--- config.mk ---
export PLATFORM = sky130hd
export DESIGN_NAME = lfsr_descramble_sync
export DESIGN_NICKNAME = d
export VERILOG_FILES = /design/src/rtl/lfsr_descramble_sync.sv
export SDC_FILE = /design/constraint.sdc
export NUM_CORES = 1
export LEC_CHECK = 0
export ABC_AREA = 1
export BUFFER_PORTS_ARGS = -buffer_cell sky130_fd_sc_hd__buf_2
export CELL_PAD_IN_SITES_DETAIL_PLACEMENT = 0
export CELL_PAD_IN_SITES_GLOBAL_PLACEMENT = 1
export CORE_ASPECT_RATIO = 1.1
export CORE_MARGIN = 4
export CORE_UTILIZATION = 41
export DETAILED_ROUTE_END_ITERATION = 10
export PLACE_DENSITY = 0.85
export SYNTH_ARGS = -nofsm -noshare
export SYNTH_HDL_FRONTEND = slang
export SYNTH_SLANG_ARGS = --single-unit
--- constraint.sdc ---
create_clock -name clk -period 2.58 [get_ports clk]
set_clock_uncertainty 0.2 [all_clocks]
set_input_delay 0.387 -clock clk [delete_from_list [all_inputs] [get_ports clk]]
set_output_delay 0.387 -clock clk [all_outputs]
set_load 0.1 [all_outputs]
--- src/rtl/lfsr_descramble_sync.sv ---
// Lock/resync controller around a self-synchronising LFSR descrambler: resets and flushes it,
// hunts for lock on the descrambled idle pattern, then watches the error rate to detect loss of lock.
module lfsr_descramble_sync #(
  parameter int                    DATA_WIDTH    = 8,
  parameter int                    LFSR_WIDTH    = 58,
  parameter int                    DESC_LATENCY  = 1,
  parameter logic [DATA_WIDTH-1:0] IDLE_PATTERN  = '0,
  parameter int                    LOCK_COUNT    = 16,
  parameter int                    HUNT_TIMEOUT  = 1024,
  parameter int                    ERR_WINDOW    = 64,
  parameter int                    UNLOCK_ERRORS = 4
) (
  input  logic                  clk,
  input  logic                  rst,
  input  logic [DATA_WIDTH-1:0] in_data,
  input  logic                  in_valid,
  input  logic                  resync,
  input  logic                  err_in,
  output logic                  desc_rst,
  output logic [DATA_WIDTH-1:0] desc_data_in,
  output logic                  desc_data_in_valid,
  input  logic [DATA_WIDTH-1:0] desc_data_out,
  output logic                  locked,
  output logic                  lock_lost,
  output logic [15:0]           err_count,
  output logic [1:0]            state_dbg
);

  localparam int FLUSH_WORDS = (LFSR_WIDTH + DATA_WIDTH - 1) / DATA_WIDTH;
  localparam int FW_W = $clog2(FLUSH_WORDS + 1);
  localparam int MT_W = $clog2(LOCK_COUNT + 1);
  localparam int HT_W = $clog2(HUNT_TIMEOUT + 1);
  localparam int WN_W = $clog2(ERR_WINDOW + 1);
  localparam int WE_W = $clog2(UNLOCK_ERRORS + 1);

  localparam logic [FW_W-1:0] FLUSH_LAST  = FW_W'(FLUSH_WORDS - 1);
  localparam logic [MT_W-1:0] LOCK_MAX    = MT_W'(LOCK_COUNT);
  localparam logic [HT_W-1:0] HUNT_MAX    = HT_W'(HUNT_TIMEOUT);
  localparam logic [WN_W-1:0] WIN_LAST    = WN_W'(ERR_WINDOW - 1);
  localparam logic [WE_W-1:0] UNLOCK_MAX  = WE_W'(UNLOCK_ERRORS);

  typedef enum logic [1:0] {
    ST_RESYNC = 2'd0,
    ST_FLUSH  = 2'd1,
    ST_HUNT   = 2'd2,
    ST_LOCKED = 2'd3
  } state_t;

  state_t          state, next_state;
  logic            rs_cnt, rs_cnt_n;
  logic [FW_W-1:0] flush_cnt, flush_n;
  logic [MT_W-1:0] match_cnt, match_n;
  logic [HT_W-1:0] hunt_cnt, hunt_n;
  logic [WN_W-1:0] win_cnt, win_n;
  logic [WE_W-1:0] werr_cnt, werr_n;
  logic            err_hit;
  logic            out_valid;

  // in_valid qualifies in_data on every cycle; there is no backpressure, words arriving
  // while the descrambler is held in reset are dropped.
  assign desc_data_in       = in_data;
  assign desc_data_in_valid = in_valid & ~desc_rst;
  assign state_dbg          = state;

  // out_valid marks the cycle the descrambler presents the word matching an accepted input.
  generate
    if (DESC_LATENCY == 0) begin : g_lat0
      assign out_valid = desc_data_in_valid;
    end else if (DESC_LATENCY == 1) begin : g_lat1
      logic vpipe;
      always_ff @(posedge clk or negedge rst) begin
        if (!rst)          vpipe <= 1'b0;
        else if (desc_rst) vpipe <= 1'b0;
        else               vpipe <= desc_data_in_valid;
      end
      assign out_valid = vpipe;
    end else begin : g_latn
      logic [DESC_LATENCY-1:0] vpipe;
      always_ff @(posedge clk or negedge rst) begin
        if (!rst)          vpipe <= '0;
        else if (desc_rst) vpipe <= '0;
        else               vpipe <= {vpipe[DESC_LATENCY-2:0], desc_data_in_valid};
      end
      assign out_valid = vpipe[DESC_LATENCY-1];
    end
  endgenerate

  always_comb begin
    next_state = state;
    rs_cnt_n   = rs_cnt;
    flush_n    = flush_cnt;
    match_n    = match_cnt;
    hunt_n     = hunt_cnt;
    win_n      = win_cnt;
    werr_n     = werr_cnt;
    err_hit    = 1'b0;
    case (state)
      ST_RESYNC: begin
        rs_cnt_n = 1'b1;
        if (rs_cnt) next_state = ST_FLUSH;
      end
      ST_FLUSH: begin
        if (out_valid) begin
          if (flush_cnt == FLUSH_LAST) begin
            flush_n    = '0;
            next_state = ST_HUNT;
          end else begin
            flush_n = flush_cnt + 1'b1;
          end
        end
      end
      ST_HUNT: begin
        if (out_valid) begin
          hunt_n = hunt_cnt + 1'b1;
          if (desc_data_out == IDLE_PATTERN) match_n = match_cnt + 1'b1;
          else                               match_n = '0;
          // Lock wins over the timeout when both land on the same word.
          if (match_n == LOCK_MAX)     next_state = ST_LOCKED;
          else if (hunt_n == HUNT_MAX) next_state = ST_RESYNC;
        end
      end
      ST_LOCKED: begin
        if (out_valid) begin
          err_hit = err_in;
          if (win_cnt == WIN_LAST) begin
            win_n  = '0;
            werr_n = WE_W'(err_in);
          end else begin
            win_n  = win_cnt + 1'b1;
            werr_n = werr_cnt + WE_W'(err_in);
          end
          if (werr_n == UNLOCK_MAX) next_state = ST_RESYNC;
        end
      end
      default: next_state = ST_RESYNC;
    endcase
    if (resync) next_state = ST_RESYNC;
    // Entering (or re-entering) RESYNC restarts the reset pulse and clears the hunt/window bookkeeping.
    if (next_state == ST_RESYNC && (state != ST_RESYNC || resync)) begin
      rs_cnt_n  = 1'b0;
      flush_n   = '0;
      match_n   = '0;
      hunt_n    = '0;
      win_n     = '0;
      werr_n    = '0;
    end
  end

  always_ff @(posedge clk or negedge rst) begin
    if (!rst) begin
      state     <= ST_RESYNC;
      rs_cnt    <= 1'b0;
      flush_cnt <= '0;
      match_cnt <= '0;
      hunt_cnt  <= '0;
      win_cnt   <= '0;
      werr_cnt  <= '0;
      desc_rst  <= 1'b1;
      locked    <= 1'b0;
      lock_lost <= 1'b0;
      err_count <= '0;
    end else begin
      state     <= next_state;
      rs_cnt    <= rs_cnt_n;
      flush_cnt <= flush_n;
      match_cnt <= match_n;
      hunt_cnt  <= hunt_n;
      win_cnt   <= win_n;
      werr_cnt  <= werr_n;
      desc_rst  <= (next_state == ST_RESYNC);
      locked    <= (next_state == ST_LOCKED);
      lock_lost <= (state == ST_LOCKED) && (next_state == ST_RESYNC);
      if (err_hit && err_count != 16'hFFFF) err_count <= err_count + 16'd1;
    end
  end

endmodule

==> impl_results.md, run 1 <==
- Result of the run: completed
- Arrival time at the worst endpoint: 2.37 ns
- Post-Place Cells: 555
- Sequential cell area: 1330 µm²
- Initial DRC Count: 93
- Adder and majority gate portion of the synthesized area: 2.78%
- Buffer cell driving the clock tree root: sky130_fd_sc_hd__clkbuf_8
- DR WL/cell: 11.4 µm
- Post-route DRC violation count: 0
- Routing usage on met3: 3.22%
- Clock latency on the worst-skew pair: 0.31 ns
- Data required time of the critical path: 2.60 ns
- Placer congestion estimate: 0.773
- Fraction of layout cells with a size suffix above 1: 16.7%
- Type of the most critical hold path: in -> reg
- Power spent charging and discharging nets: 0.000438 W
- Post-route fraction of the period consumed by the critical path: 91.0%
- TritonCTS clock tree: yes
- Area overhead of the layout relative to synthesis: 13.0%
- Combinational power share: 11.8%
- Final number of setup-violating endpoints: 0
- Die Span Y: 99.9 µm
- Internal power: 0.00109 W
- Standard cell core area: 7470 µm²
- Total number of vias: 2612
- Maximum number of pins on one net before global-route repair: 33
- Cell count after synthesis: 423
- Max transition margin: 65.4%
- Mux cell area share after synthesis: 0.716%
- Count of boundary I/O pins: 51
- Part of the Yosys area used for sequential elements: 42.2%
- Global-route track usage on met2: 26.9%
- Number of global-route vias before repair: 2590
- Count of pins over their slew limit: 0
- Simple-Gate Fraction of Synth Area: 29.3%
- CP endpoint kind: register
- Critical hold path startpoint: in_valid
- Share of total power in the clock network: 32.6%
- Number of clock sinks: 53
- Multi-input logic area: 1430 µm²
- DPL Wire Length: 4.76 mm
- Number of buffers inserted during clock tree synthesis: 5
- Crit path time final: 2.35 ns
- Detailed Routing Iterations Pass 1: 4
- Number of endpoints with negative hold slack in the final report: 0
- Number of nets in the layout: 489
- Transition time at the pin with the least slew margin: 0.520 ns
- Worst flop-to-flop path startpoint: hunt_cnt[1]
- Effective utilization at floorplan: 42.1%
- Routing layer with the top usage in global route: met2
- Total inserted antenna cells: 0
- Number of nets in the synthesized netlist: 451
- Number of core rows: 33
- Die area: 9140 µm²
- Filler Cell Count: 754
- Commonest register cell after synthesis: sky130_fd_sc_hd__dfrtp_1
- Quantity of I/O buffers inserted on ports: 34
- Total wire length: 6.47 mm
- Leakage power summed over all cells: 1.98 nW
- Antenna violations before repair: 0
- Mean area per synthesized cell: 7.44 µm²
- Max frequency: 426 MHz
- Total power after layout: 0.00153 W
- Post-synthesis share of cell area spent on xor and xnor gates: 6.40%
- Number of cells in the finished layout apart from fillers: 567
- Detailed-route vias per instance: 4.61
- Combined global-route utilization of all metal layers: 15.0%
- Final ANT Viol Nets: 0
- Leftover overflow at the end of global routing: 0
- Kind of start point of the critical path: register
- Count of state elements after synthesis: 53
- Fraction of the mapped netlist area in compound gates: 5.84%
- Met1 Resource Use GR: 17.9%
- Synth Cell Area: 3150 µm²
- Number of distinct library cells after synthesis: 30
- Sw Share: 28.6%
- Worst IR drop on VDD: 0.333 mV
- Combinational family with the most area after synthesis: simple AND/OR/NAND/NOR gates
- Fraction of registers with async set or reset after synthesis: 100%
- Clock-pin slew of the registers on the worst-case setup and hold paths: 0.10 ns
- Level count of the clock H-tree: 2
- PD cells: 430 nW/µm²
- Maximum fanout encountered on the critical timing path: 10
- First-pass GRT wire length: 11.3 mm
- Die width: 91.5 µm
- Part of the total power dissipated in sequential elements: 55.6%
- Launching element of the worst setup path: hunt_cnt[1]
- YS warnings: 0
- Number of synthesized flops with an enable pin: 0
- CP Class: reg -> reg
- Max-cap violation count: 0
- Worst-case clock buffer depth: 2
==> power groups by stage <==
stage | registers, W | logic [W] | clock network (W)
final | 0.000850 | 0.000180 | 0.000499
after global routing | 0.000852 | 0.000199 | 0.000553
after floorplan | 0.000903 | 0.000142 | 0
after global placement | 0.000866 | 0.000177 | 0
after CTS | 0.000850 | 0.000180 | 0.000521
after detailed placement | 0.000866 | 0.000179 | 0
==> sequential cells by signal (all words and copies together), names as in the netlist <==
name / flops
hunt_cnt: 11
rs_cnt: 1
match_cnt: 5
werr_cnt: 3
state_dbg: 2
flush_cnt: 4
g_lat1.vpipe: 1
win_cnt: 7
lock_lost: 1
locked: 1
desc_rst: 1
err_count: 16
==> metal layers <==
metal / routed length (µm) / share of wire [%]
met2: 3130 / 48
met3: 308 / 4.8
met1: 2950 / 46
met5: 0 / 0
met4: 80 / 1.2
==> synthesized netlist by cell type (7+ instances only) <==
| cell | n | share of area, % |
|---|---|---|
| sky130_fd_sc_hd__ha_1 | 7 | 2.8 |
| sky130_fd_sc_hd__o21ai_0 | 19 | 3.0 |
| sky130_fd_sc_hd__dfrtp_1 | 52 | 41 |
| sky130_fd_sc_hd__xor2_1 | 15 | 4.2 |
| sky130_fd_sc_hd__xnor2_1 | 8 | 2.2 |
| sky130_fd_sc_hd__nand2_1 | 124 | 15 |
| sky130_fd_sc_hd__nand2_2 | 7 | 1.4 |
| sky130_fd_sc_hd__a21oi_1 | 8 | 1.3 |
| sky130_fd_sc_hd__nor2_1 | 33 | 3.9 |
| sky130_fd_sc_hd__inv_1 | 73 | 8.7 |
| sky130_fd_sc_hd__nand4_1 | 11 | 2.2 |
| sky130_fd_sc_hd__buf_4 | 8 | 1.9 |
| sky130_fd_sc_hd__nand3_1 | 18 | 2.9 |
==> worst max-delay path, cell delays in order, from the launching register on <==
cell	delay [ns]
sky130_fd_sc_hd__dfrtp_1	0.43
sky130_fd_sc_hd__ha_2	0.23
sky130_fd_sc_hd__nand3_2	0.10
sky130_fd_sc_hd__nor2_2	0.17
sky130_fd_sc_hd__nand2_1	0.06
sky130_fd_sc_hd__nand2_1	0.09
sky130_fd_sc_hd__nand2_1	0.05
sky130_fd_sc_hd__nor2_1	0.08
sky130_fd_sc_hd__nand3_1	0.12
sky130_fd_sc_hd__o21ai_1	0.15
sky130_fd_sc_hd__nand2_1	0.08
sky130_fd_sc_hd__nand2_2	0.11
sky130_fd_sc_hd__nand3_4	0.09
sky130_fd_sc_hd__buf_4	0.18
sky130_fd_sc_hd__nand2_1	0.07
sky130_fd_sc_hd__inv_1	0.04
==> worst paths after layout <==
check	end	slack (ns)	cells after the start
max in group asynchronous	desc_rst	1.19	3
min	g_lat1.vpipe	0.08	3
max	flush_cnt[0]	0.23	15
min in group asynchronous	win_cnt[4]	0.38	2
min reg2reg	err_count[6]	0.31	1
max reg2reg	flush_cnt[0]	0.23	15
==> placed cells by master (no fill, tap or decap), types with 2 or more instances in the layout <==
cell,n
sky130_fd_sc_hd__nand2_1,124
sky130_fd_sc_hd__inv_1,73
sky130_fd_sc_hd__dfrtp_1,52
sky130_fd_sc_hd__buf_2,34
sky130_fd_sc_hd__nor2_1,33
sky130_fd_sc_hd__o21ai_0,19
sky130_fd_sc_hd__nand3_1,17
sky130_fd_sc_hd__xor2_1,15
sky130_fd_sc_hd__nand4_1,11
sky130_fd_sc_hd__xnor2_1,8
sky130_fd_sc_hd__a21oi_1,8
sky130_fd_sc_hd__buf_4,8
sky130_fd_sc_hd__nand2_2,7
sky130_fd_sc_hd__nor3_1,6
sky130_fd_sc_hd__ha_1,6
sky130_fd_sc_hd__inv_2,5
sky130_fd_sc_hd__clkbuf_8,5
sky130_fd_sc_hd__nor2_2,4
sky130_fd_sc_hd__nand3_2,3
sky130_fd_sc_hd__o31ai_1,3
sky130_fd_sc_hd__nor4_1,3
sky130_fd_sc_hd__o21bai_1,2
sky130_fd_sc_hd__mux2_2,2
sky130_fd_sc_hd__buf_12,2
==> cell type report <==
| cell class | instances | share of cell area (%) |
|---|---|---|
| multi-input cells | 277 | 40.1 |
| flip-flops and latches | 53 | 37.3 |
| inverters | 79 | 8.34 |
| repair buffers | 45 | 7.88 |
| well taps | 105 | 3.70 |
| clock buffers | 5 | 1.94 |
| clock inverters | 3 | 0.704 |
==> metrics by stage <==
step | hold WS (ns) | util, % | setup slack [ns] | TNS, ns | cell area, µm²
6_report | 0.0764 | 47.6 | 0.233 | 0 | 3550
5_1_grt | 0.0844 | 47.6 | -0.0188 | -0.0297 | 3550
4_1_cts | 0.0586 | 47.2 | 0.212 | 0 | 3520
3_5_place_dp | 0.204 | 45.8 | 0.221 | 0 | 3420
3_3_place_gp | 0.200 | 45.8 | 0.280 | 0 | 3420
2_1_floorplan | -0.109 | - | 0.0118 | 0 | 3150
==> logic make-up after synthesis <==
family                     after synthesis
buffers and inverters                   93
muxes                                    2
xor gates and xnor gates                23
and+or+nand+nor                        211
adders and majority gates                7
AOI/OAI and AO/OA                       34
DFF                                     53
==> timing repair <==
| action | 4_1_cts | 5_1_grt |
|---|---|---|
| hold endpoints to repair | 21 | 0 |
| setup buffers | 0 | 3 |
| setup endpoints to repair | 0 | 31 |
| hold buffers | 1 | 0 |
| gates resized for setup | 0 | 2 |
Note: power is estimated with default switching activity, not from simulation.
==> run 2: changes to the inputs <==
--- a/config.mk
+++ b/config.mk
@@ -13,7 +13,7 @@
 export CORE_MARGIN = 4
 export CORE_UTILIZATION = 41
 export DETAILED_ROUTE_END_ITERATION = 10
-export PLACE_DENSITY = 0.85
+export PLACE_DENSITY_LB_ADDON = 0.1
 export SYNTH_ARGS = -nofsm -noshare
 export SYNTH_HDL_FRONTEND = slang
 export SYNTH_SLANG_ARGS = --single-unit
==> impl_results.md, run 2 (synthesis gave the netlist of run 1 again) <==
- Result of the run: completed (unchanged)
- Count of pins over their slew limit: 0 (unchanged)
- Standard cell area after detailed placement: 3450 µm² (was 3420 µm²)
- Max frequency: 440 MHz (was 426 MHz)
- Placer congestion estimate: 0.753 (was 0.773)
- Critical Path Max Stage Delay: 0.41 ns (was 0.43 ns)
- DR WL/cell: 11.4 µm (about the same)
- Count of boundary I/O pins: 51 (unchanged)
- Max-cap violation count: 0 (unchanged)
- Combined global-route utilization of all metal layers: 15.6% (was 15.0%)
- Number of cells in the finished layout apart from fillers: 566 (was 567)
- Routing layer with the top usage in global route: met2 (unchanged)
- Leakage power summed over all cells: 1.99 nW (was 1.98 nW)
- PD cells: 426 nW/µm² (was 430 nW/µm²)
- Post-Place Cells: 557 (was 555)
- Crit path time final: 2.27 ns (was 2.35 ns)
- First-pass GRT wire length: 11.7 mm (was 11.3 mm)
- Number of endpoints with negative hold slack in the final report: 0 (unchanged)
- Final number of setup-violating endpoints: 0 (unchanged)
- Die Span Y: 99.9 µm (unchanged)
- Buffering stage count on the worst path with inverters included: 3 (was 2)
- Transition time at the pin with the least slew margin: 0.561 ns (was 0.520 ns)
- Worst flop-to-flop path endpoint: hunt_cnt[6] (was flush_cnt[0])
- Post-route DRC violation count: 0 (unchanged)
- Number of buffers inserted during clock tree synthesis: 5 (unchanged)
- Effective utilization at floorplan: 42.1% (unchanged)
- Post-route fraction of the period consumed by the critical path: 88.1% (was 91.0%)
- Worst path slowest cell: sky130_fd_sc_hd__dfrtp_1 (unchanged)
- Worst-case clock buffer depth: 2 (unchanged)
- Die width: 91.5 µm (unchanged)
- Filler Cell Count: 786 (was 754)
- Total wire length: 6.43 mm (was 6.47 mm)
- Termination of the worst setup path: hunt_cnt[6] (was flush_cnt[0])
- Initial DRC Count: 51 (was 93)
- Register bank with the most flops: err_count (unchanged)
- Quantity of I/O buffers inserted on ports: 34 (unchanged)
- CP Class: reg -> reg (unchanged)
- Max reg flops: 16 (unchanged)
- Antenna violations before repair: 0 (unchanged)
- Number of clock sinks: 53 (unchanged)
- Final-layout setup total negative slack: 0 ns (unchanged)
- Fraction of layout cells with a size suffix above 1: 16.7% (about the same)
- Post-Layout Inst Area: 3590 µm² (was 3550 µm²)
- Number of core rows: 33 (unchanged)
- Global-route track usage on met2: 27.4% (was 26.9%)
- DPL Wire Length: 4.79 mm (was 4.76 mm)
- Buffer cell driving the clock tree root: sky130_fd_sc_hd__clkbuf_8 (unchanged)
- Clock latency on the worst-skew pair: 0.31 ns (about the same)
- Level count of the clock H-tree: 2 (unchanged)
- Standard cell core area: 7470 µm² (unchanged)
- Arrival time at the worst endpoint: 2.29 ns (was 2.37 ns)
- Most prevalent standard cell on the critical path: sky130_fd_sc_hd__nand2_1 (unchanged)
- Clock-pin slew of the registers on the worst-case setup and hold paths: 0.11 ns (was 0.10 ns)
- Number of global-route vias before repair: 2520 (was 2590)
- Maximum fanout encountered on the critical timing path: 19 (was 10)
- R2R Setup Slk: 0.31 ns (was 0.23 ns)
- Type of the most critical hold path: in -> reg (unchanged)
- Detailed-route vias per instance: 4.47 (was 4.61)
- TritonCTS clock tree: yes (unchanged)
- Maximum number of pins on one net before global-route repair: 33 (unchanged)
- Area overhead of the layout relative to synthesis: 14.0% (was 13.0%)
- Most common library cell in the layout ignoring fill and taps: sky130_fd_sc_hd__nand2_1 (unchanged)
- Detailed Routing Iterations Pass 1: 4 (unchanged)
- Largest registers ranked by flip-flop count: err_count (16), hunt_cnt (11), win_cnt (7) (unchanged)
- Length in cells of the worst reg-to-reg path: 15 (unchanged)
- Kind of start point of the critical path: register (unchanged)
- Worst flop-to-flop path startpoint: hunt_cnt[1] (unchanged)
- Leftover overflow at the end of global routing: 0 (unchanged)
- Routing usage on met3: 2.85% (was 3.22%)
- Max transition margin: 62.6% (was 65.4%)
- Die area: 9140 µm² (unchanged)
- CP endpoint kind: register (unchanged)
- RSZ-0062 raised after global routing: no
- Most frequent cells in the layout: 123 x sky130_fd_sc_hd__nand2_1, 73 x sky130_fd_sc_hd__inv_1, 52 x sky130_fd_sc_hd__dfrtp_1 (was 124 x sky130_fd_sc_hd__nand2_1, 73 x sky130_fd_sc_hd__inv_1, 52 x sky130_fd_sc_hd__dfrtp_1)
- Sequence of cells on the critical path: buf_4, nand3_2, nand2_1, nand2_1, nor2_1, nand2_1, nor2_1, nand3_1, o21ai_1, nand2_1, nand2_2, nand3_4, buf_12, nand2_1, inv_1 (was ha_2, nand3_2, nor2_2, nand2_1, nand2_1, nand2_1, nor2_1, nand3_1, o21ai_1, nand2_1, nand2_2, nand3_4, buf_4, nand2_1, inv_1)
- Final ANT Viol Nets: 0 (unchanged)
- Met1 Resource Use GR: 19.8% (was 17.9%)
- Number of buffers inserted to repair setup after CTS: 0 (unchanged)
- Crit-path leading delay family: simple AND/OR/NAND/NOR gates (unchanged)
- Launching element of the worst setup path: hunt_cnt[1] (unchanged)
- Total inserted antenna cells: 0 (unchanged)
- Data required time of the critical path: 2.59 ns (was 2.60 ns)
- Worst IR drop on VDD: 0.244 mV (was 0.333 mV)
- Number of nets in the layout: 488 (was 489)
- Total number of cells along the worst setup path: 15 (unchanged)
- Total number of vias: 2529 (was 2612)
run 2: cell count changes in the layout (fill, tap and decap cells not counted), sizes merged:
cell / delta
clkinvlp: -1
buf: -1
clkinv: +1
run 2: worst reg2reg max path: cells and delay by family, from the launching register on:
family / cells / cell delay (ns)
AND/OR/NAND/NOR: 11 / 1.05
AO/OA/AOI/OAI: 1 / 0.17
buffers and inverters: 3 / 0.36
flip-flops: 1 / 0.41
run 2: how the worst min path moves through the flow:
stage / startpoint / endpoint / cells past startpoint
global route: in_valid / g_lat1.vpipe / 3
detailed placement: rst / hunt_cnt[2] / 1
floorplan: rst / err_count[0] / 0
CTS: in_valid / g_lat1.vpipe / 3
global placement: rst / hunt_cnt[2] / 1
finish: in_valid / g_lat1.vpipe / 3
run 2: metrics by stage:
step	setup WS (ns)	hold slack [ns]	power (W)	util, %
floorplan	0.0118	-0.109	0.00105	-
global placement	0.296	0.216	0.00105	46.1
detailed placement	0.274	0.211	0.00105	46.1
CTS	0.259	0.0634	0.00156	47.5
global route	0.0122	0.0733	0.00161	48.0
finish	0.308	0.0715	0.00153	48.0
run 2: area by class of cell:
type	instances	area, µm²	share of cell area, %
multi-input combinational	277	1450	40.5
sequential	53	1330	37.0
inverter	79	297	8.26
timing repair buffer	44	285	7.95
tap	105	131	3.66
clock buffer	5	68.8	1.92
clock inverter	3	26.3	0.732
run 2: per-layer routing:
metal	part of all wire, %	vias up
met5	0	-
met4	0.86	0
met3	3.5	4
met2	49	35
met1	46	1125
li1	-	1365
run 2: report_power, final:
group	leakage [nW]	total (W)	switching (W)	internal, W
clock network	0.0487	0.000495	0.000297	0.000199
logic	1.21	0.000179	0.000126	0.0000528
registers	0.723	0.000855	0.0000120	0.000843
run 2: timing repair:
action / 4_1_cts / 5_1_grt
gates resized for setup: 0 / 7
endpoints found under the hold margin: 21 / 0
setup endpoints to repair: 0 / 31
hold buffers: 1 / 0
==> run 3: changes to the inputs <==
--- a/config.mk
+++ b/config.mk
@@ -13,6 +13,7 @@
 export CORE_MARGIN = 4
 export CORE_UTILIZATION = 41
 export DETAILED_ROUTE_END_ITERATION = 10
+export HOLD_SLACK_MARGIN = 0.15
 export PLACE_DENSITY_LB_ADDON = 0.1
 export SYNTH_ARGS = -nofsm -noshare
 export SYNTH_HDL_FRONTEND = slang
==> impl_results.md, run 3 (synthesis gave the netlist of run 1 again) <==
- Result of the run: completed (unchanged)
- Routing usage on met3: 2.85% (unchanged)
- Maximum number of pins on one net before global-route repair: 33 (unchanged)
- Data required time of the critical path: 2.59 ns (about the same)
- Fraction of layout cells with a size suffix above 1: 16.7% (about the same)
- Count of pins over their slew limit: 0 (unchanged)
- Leakage power summed over all cells: 1.99 nW (about the same)
- Final number of setup-violating endpoints: 0 (unchanged)
- Die area: 9140 µm² (unchanged)
- Max reg flops: 16 (unchanged)
- RSZ-0062 raised after global routing: no (unchanged)
- Routing layer with the top usage in global route: met2 (unchanged)
- Max frequency: 440 MHz (about the same)
- Number of nets in the layout: 489 (was 488)
- Die width: 91.5 µm (unchanged)
- Power spent charging and discharging nets: 0.000435 W (about the same)
- Transition time at the pin with the least slew margin: 0.563 ns (was 0.561 ns)
- Arrival time at the worst endpoint: 2.28 ns (was 2.29 ns)
- Worst-case clock buffer depth: 2 (unchanged)
- Combined global-route utilization of all metal layers: 15.6% (about the same)
- Multi-input logic area: 1450 µm² (unchanged)
- Final-layout setup total negative slack: 0 ns (unchanged)
- Register bank with the most flops: err_count (unchanged)
- Post-route DRC violation count: 0 (unchanged)
- Number of global-route vias before repair: 2523 (was 2520)
- Total number of vias: 2552 (was 2529)
- Total wire length: 6.44 mm (was 6.43 mm)
- Level count of the clock H-tree: 2 (unchanged)
- CP Class: reg -> reg (unchanged)
- PD cells: 425 nW/µm² (was 426 nW/µm²)
- TritonCTS clock tree: yes (unchanged)
- Most common library cell in the layout ignoring fill and taps: sky130_fd_sc_hd__nand2_1 (unchanged)
- Number of buffers inserted to repair setup after CTS: 0 (unchanged)
- Part of the total power dissipated in sequential elements: 55.8% (was 55.9%)
- Initial DRC Count: 56 (was 51)
- Number of clock sinks: 53 (unchanged)
- Internal power: 0.00110 W (was 0.00109 W)
- Quantity of I/O buffers inserted on ports: 34 (unchanged)
- Count of boundary I/O pins: 51 (unchanged)
- Final ANT Viol Nets: 0 (unchanged)
- Crit path time final: 2.27 ns (about the same)
- CP endpoint kind: register (unchanged)
- Share of total power in the clock network: 32.4% (about the same)
- Kind of start point of the critical path: register (unchanged)
- DPL Wire Length: 4.79 mm (unchanged)
- Sw Share: 28.5% (was 28.4%)
- Number of buffers inserted during clock tree synthesis: 5 (unchanged)
- Worst IR drop on VDD: 0.244 mV (about the same)
- Die Span Y: 99.9 µm (unchanged)
- Met1 Resource Use GR: 19.9% (was 19.8%)
- DR WL/cell: 11.4 µm (about the same)
- Number of endpoints with negative hold slack in the final report: 0 (unchanged)
- Type of the most critical hold path: in -> reg (unchanged)
- Placer congestion estimate: 0.753 (unchanged)
- Leftover overflow at the end of global routing: 0 (unchanged)
- Standard cell core area: 7470 µm² (unchanged)
- Standard cell area after detailed placement: 3450 µm² (unchanged)
- Filler Cell Count: 785 (was 786)
- Most frequent cells in the layout: 123 x sky130_fd_sc_hd__nand2_1, 73 x sky130_fd_sc_hd__inv_1, 52 x sky130_fd_sc_hd__dfrtp_1 (unchanged)
- Antenna violations before repair: 0 (unchanged)
- Post-Layout Inst Area: 3600 µm² (was 3590 µm²)
- Global-route track usage on met2: 27.4% (unchanged)
- Detailed Routing Iterations Pass 1: 4 (unchanged)
- Maximum fanout encountered on the critical timing path: 19 (unchanged)
- Largest registers ranked by flip-flop count: err_count (16), hunt_cnt (11), win_cnt (7) (unchanged)
- Buffer cell driving the clock tree root: sky130_fd_sc_hd__clkbuf_8 (unchanged)
- Total inserted antenna cells: 0 (unchanged)
- Clock latency on the worst-skew pair: 0.31 ns (about the same)
- Max transition margin: 62.4% (was 62.6%)
- Post-route fraction of the period consumed by the critical path: 88.0% (was 88.1%)
- Number of core rows: 33 (unchanged)
- Combinational power share: 11.7% (about the same)
- Area overhead of the layout relative to synthesis: 14.4% (was 14.0%)
- First-pass GRT wire length: 11.7 mm (about the same)
- Effective utilization at floorplan: 42.1% (unchanged)
- Clock-pin slew of the registers on the worst-case setup and hold paths: 0.10 ns (was 0.11 ns)
- Sequential cell area: 1330 µm² (unchanged)
- Detailed-route vias per instance: 4.50 (was 4.47)
- Max-cap violation count: 0 (unchanged)
[run 3: cell types whose count changed in the layout (fill, tap and decap cells not counted)]
cell,delta
sky130_fd_sc_hd__dlygate4sd3_1,+1
[run 3: what timing repair did]
item | 4_1_cts | 5_1_grt
endpoints found under the setup margin | 0 | 31
hold buffers | 2 | 0
hold endpoints to repair | 22 | 0
gates resized for setup | 0 | 7
[run 3: power groups by stage]
| stage | Sequential (W) | Combinational (W) | Clock [W] |
|---|---|---|---|
| 2_1_floorplan | 0.000903 | 0.000142 | 0 |
| 3_3_place_gp | 0.000871 | 0.000181 | 0 |
| 3_5_place_dp | 0.000871 | 0.000182 | 0 |
| 4_1_cts | 0.000855 | 0.000185 | 0.000519 |
| 5_1_grt | 0.000857 | 0.000201 | 0.000556 |
| 6_report | 0.000855 | 0.000180 | 0.000496 |
[run 3: path summary, 6_finish.rpt]
kind / slack, ns / startpoint / endpoint / cells after the start
max: 0.31 / hunt_cnt[1] / hunt_cnt[6] / 15
min: 0.21 / resync / state_dbg[1] / 4
max reg2reg: 0.31 / hunt_cnt[1] / hunt_cnt[6] / 15
min reg2reg: 0.31 / err_count[14] / err_count[14] / 1
max in group asynchronous: 1.15 / rst / desc_rst / 3
min in group asynchronous: 0.39 / rst / win_cnt[0] / 2
[run 3: area by class of cell]
type                    instances  area share [%]
repair buffers                 45            8.21
well taps                     105            3.65
clock buffers                   5            1.91
multi-input cells             277            40.4
flip-flops and latches         53            36.9
inverters                      79            8.24
clock inverters                 3           0.730
[run 3: per-stage QoR]
stage | cells | setup slack [ns] | util [%] | power [W] | hold slack (ns)
finish | 567 | 0.309 | 48.2 | 0.00153 | 0.206
global route | 567 | 0.0122 | 48.2 | 0.00161 | 0.219
CTS | 567 | 0.259 | 47.7 | 0.00156 | 0.191
detailed placement | 557 | 0.274 | 46.1 | 0.00105 | 0.211
global placement | 557 | 0.296 | 46.1 | 0.00105 | 0.216
floorplan | 423 | 0.0118 | - | 0.00105 | -0.109
[run 3: layer usage]
metal | routed length [µm] | up-vias
met1 | 2980 | 1141
li1 | - | 1368
met2 | 3160 | 39
met5 | 0 | -
met4 | 57 | 0
met3 | 245 | 4
[run 3: critical path, cell delays in order, from the launching register on]
cell	delay [ns]
sky130_fd_sc_hd__dfrtp_1	0.41
sky130_fd_sc_hd__buf_4	0.15
sky130_fd_sc_hd__nand3_2	0.11
sky130_fd_sc_hd__nand2_1	0.09
sky130_fd_sc_hd__nand2_1	0.07
sky130_fd_sc_hd__nor2_1	0.09
sky130_fd_sc_hd__nand2_1	0.06
sky130_fd_sc_hd__nor2_1	0.12
sky130_fd_sc_hd__nand3_1	0.12
sky130_fd_sc_hd__o21ai_1	0.17
sky130_fd_sc_hd__nand2_1	0.08
sky130_fd_sc_hd__nand2_2	0.11
sky130_fd_sc_hd__nand3_4	0.11
sky130_fd_sc_hd__buf_12	0.17
sky130_fd_sc_hd__nand2_1	0.07
sky130_fd_sc_hd__inv_1	0.04
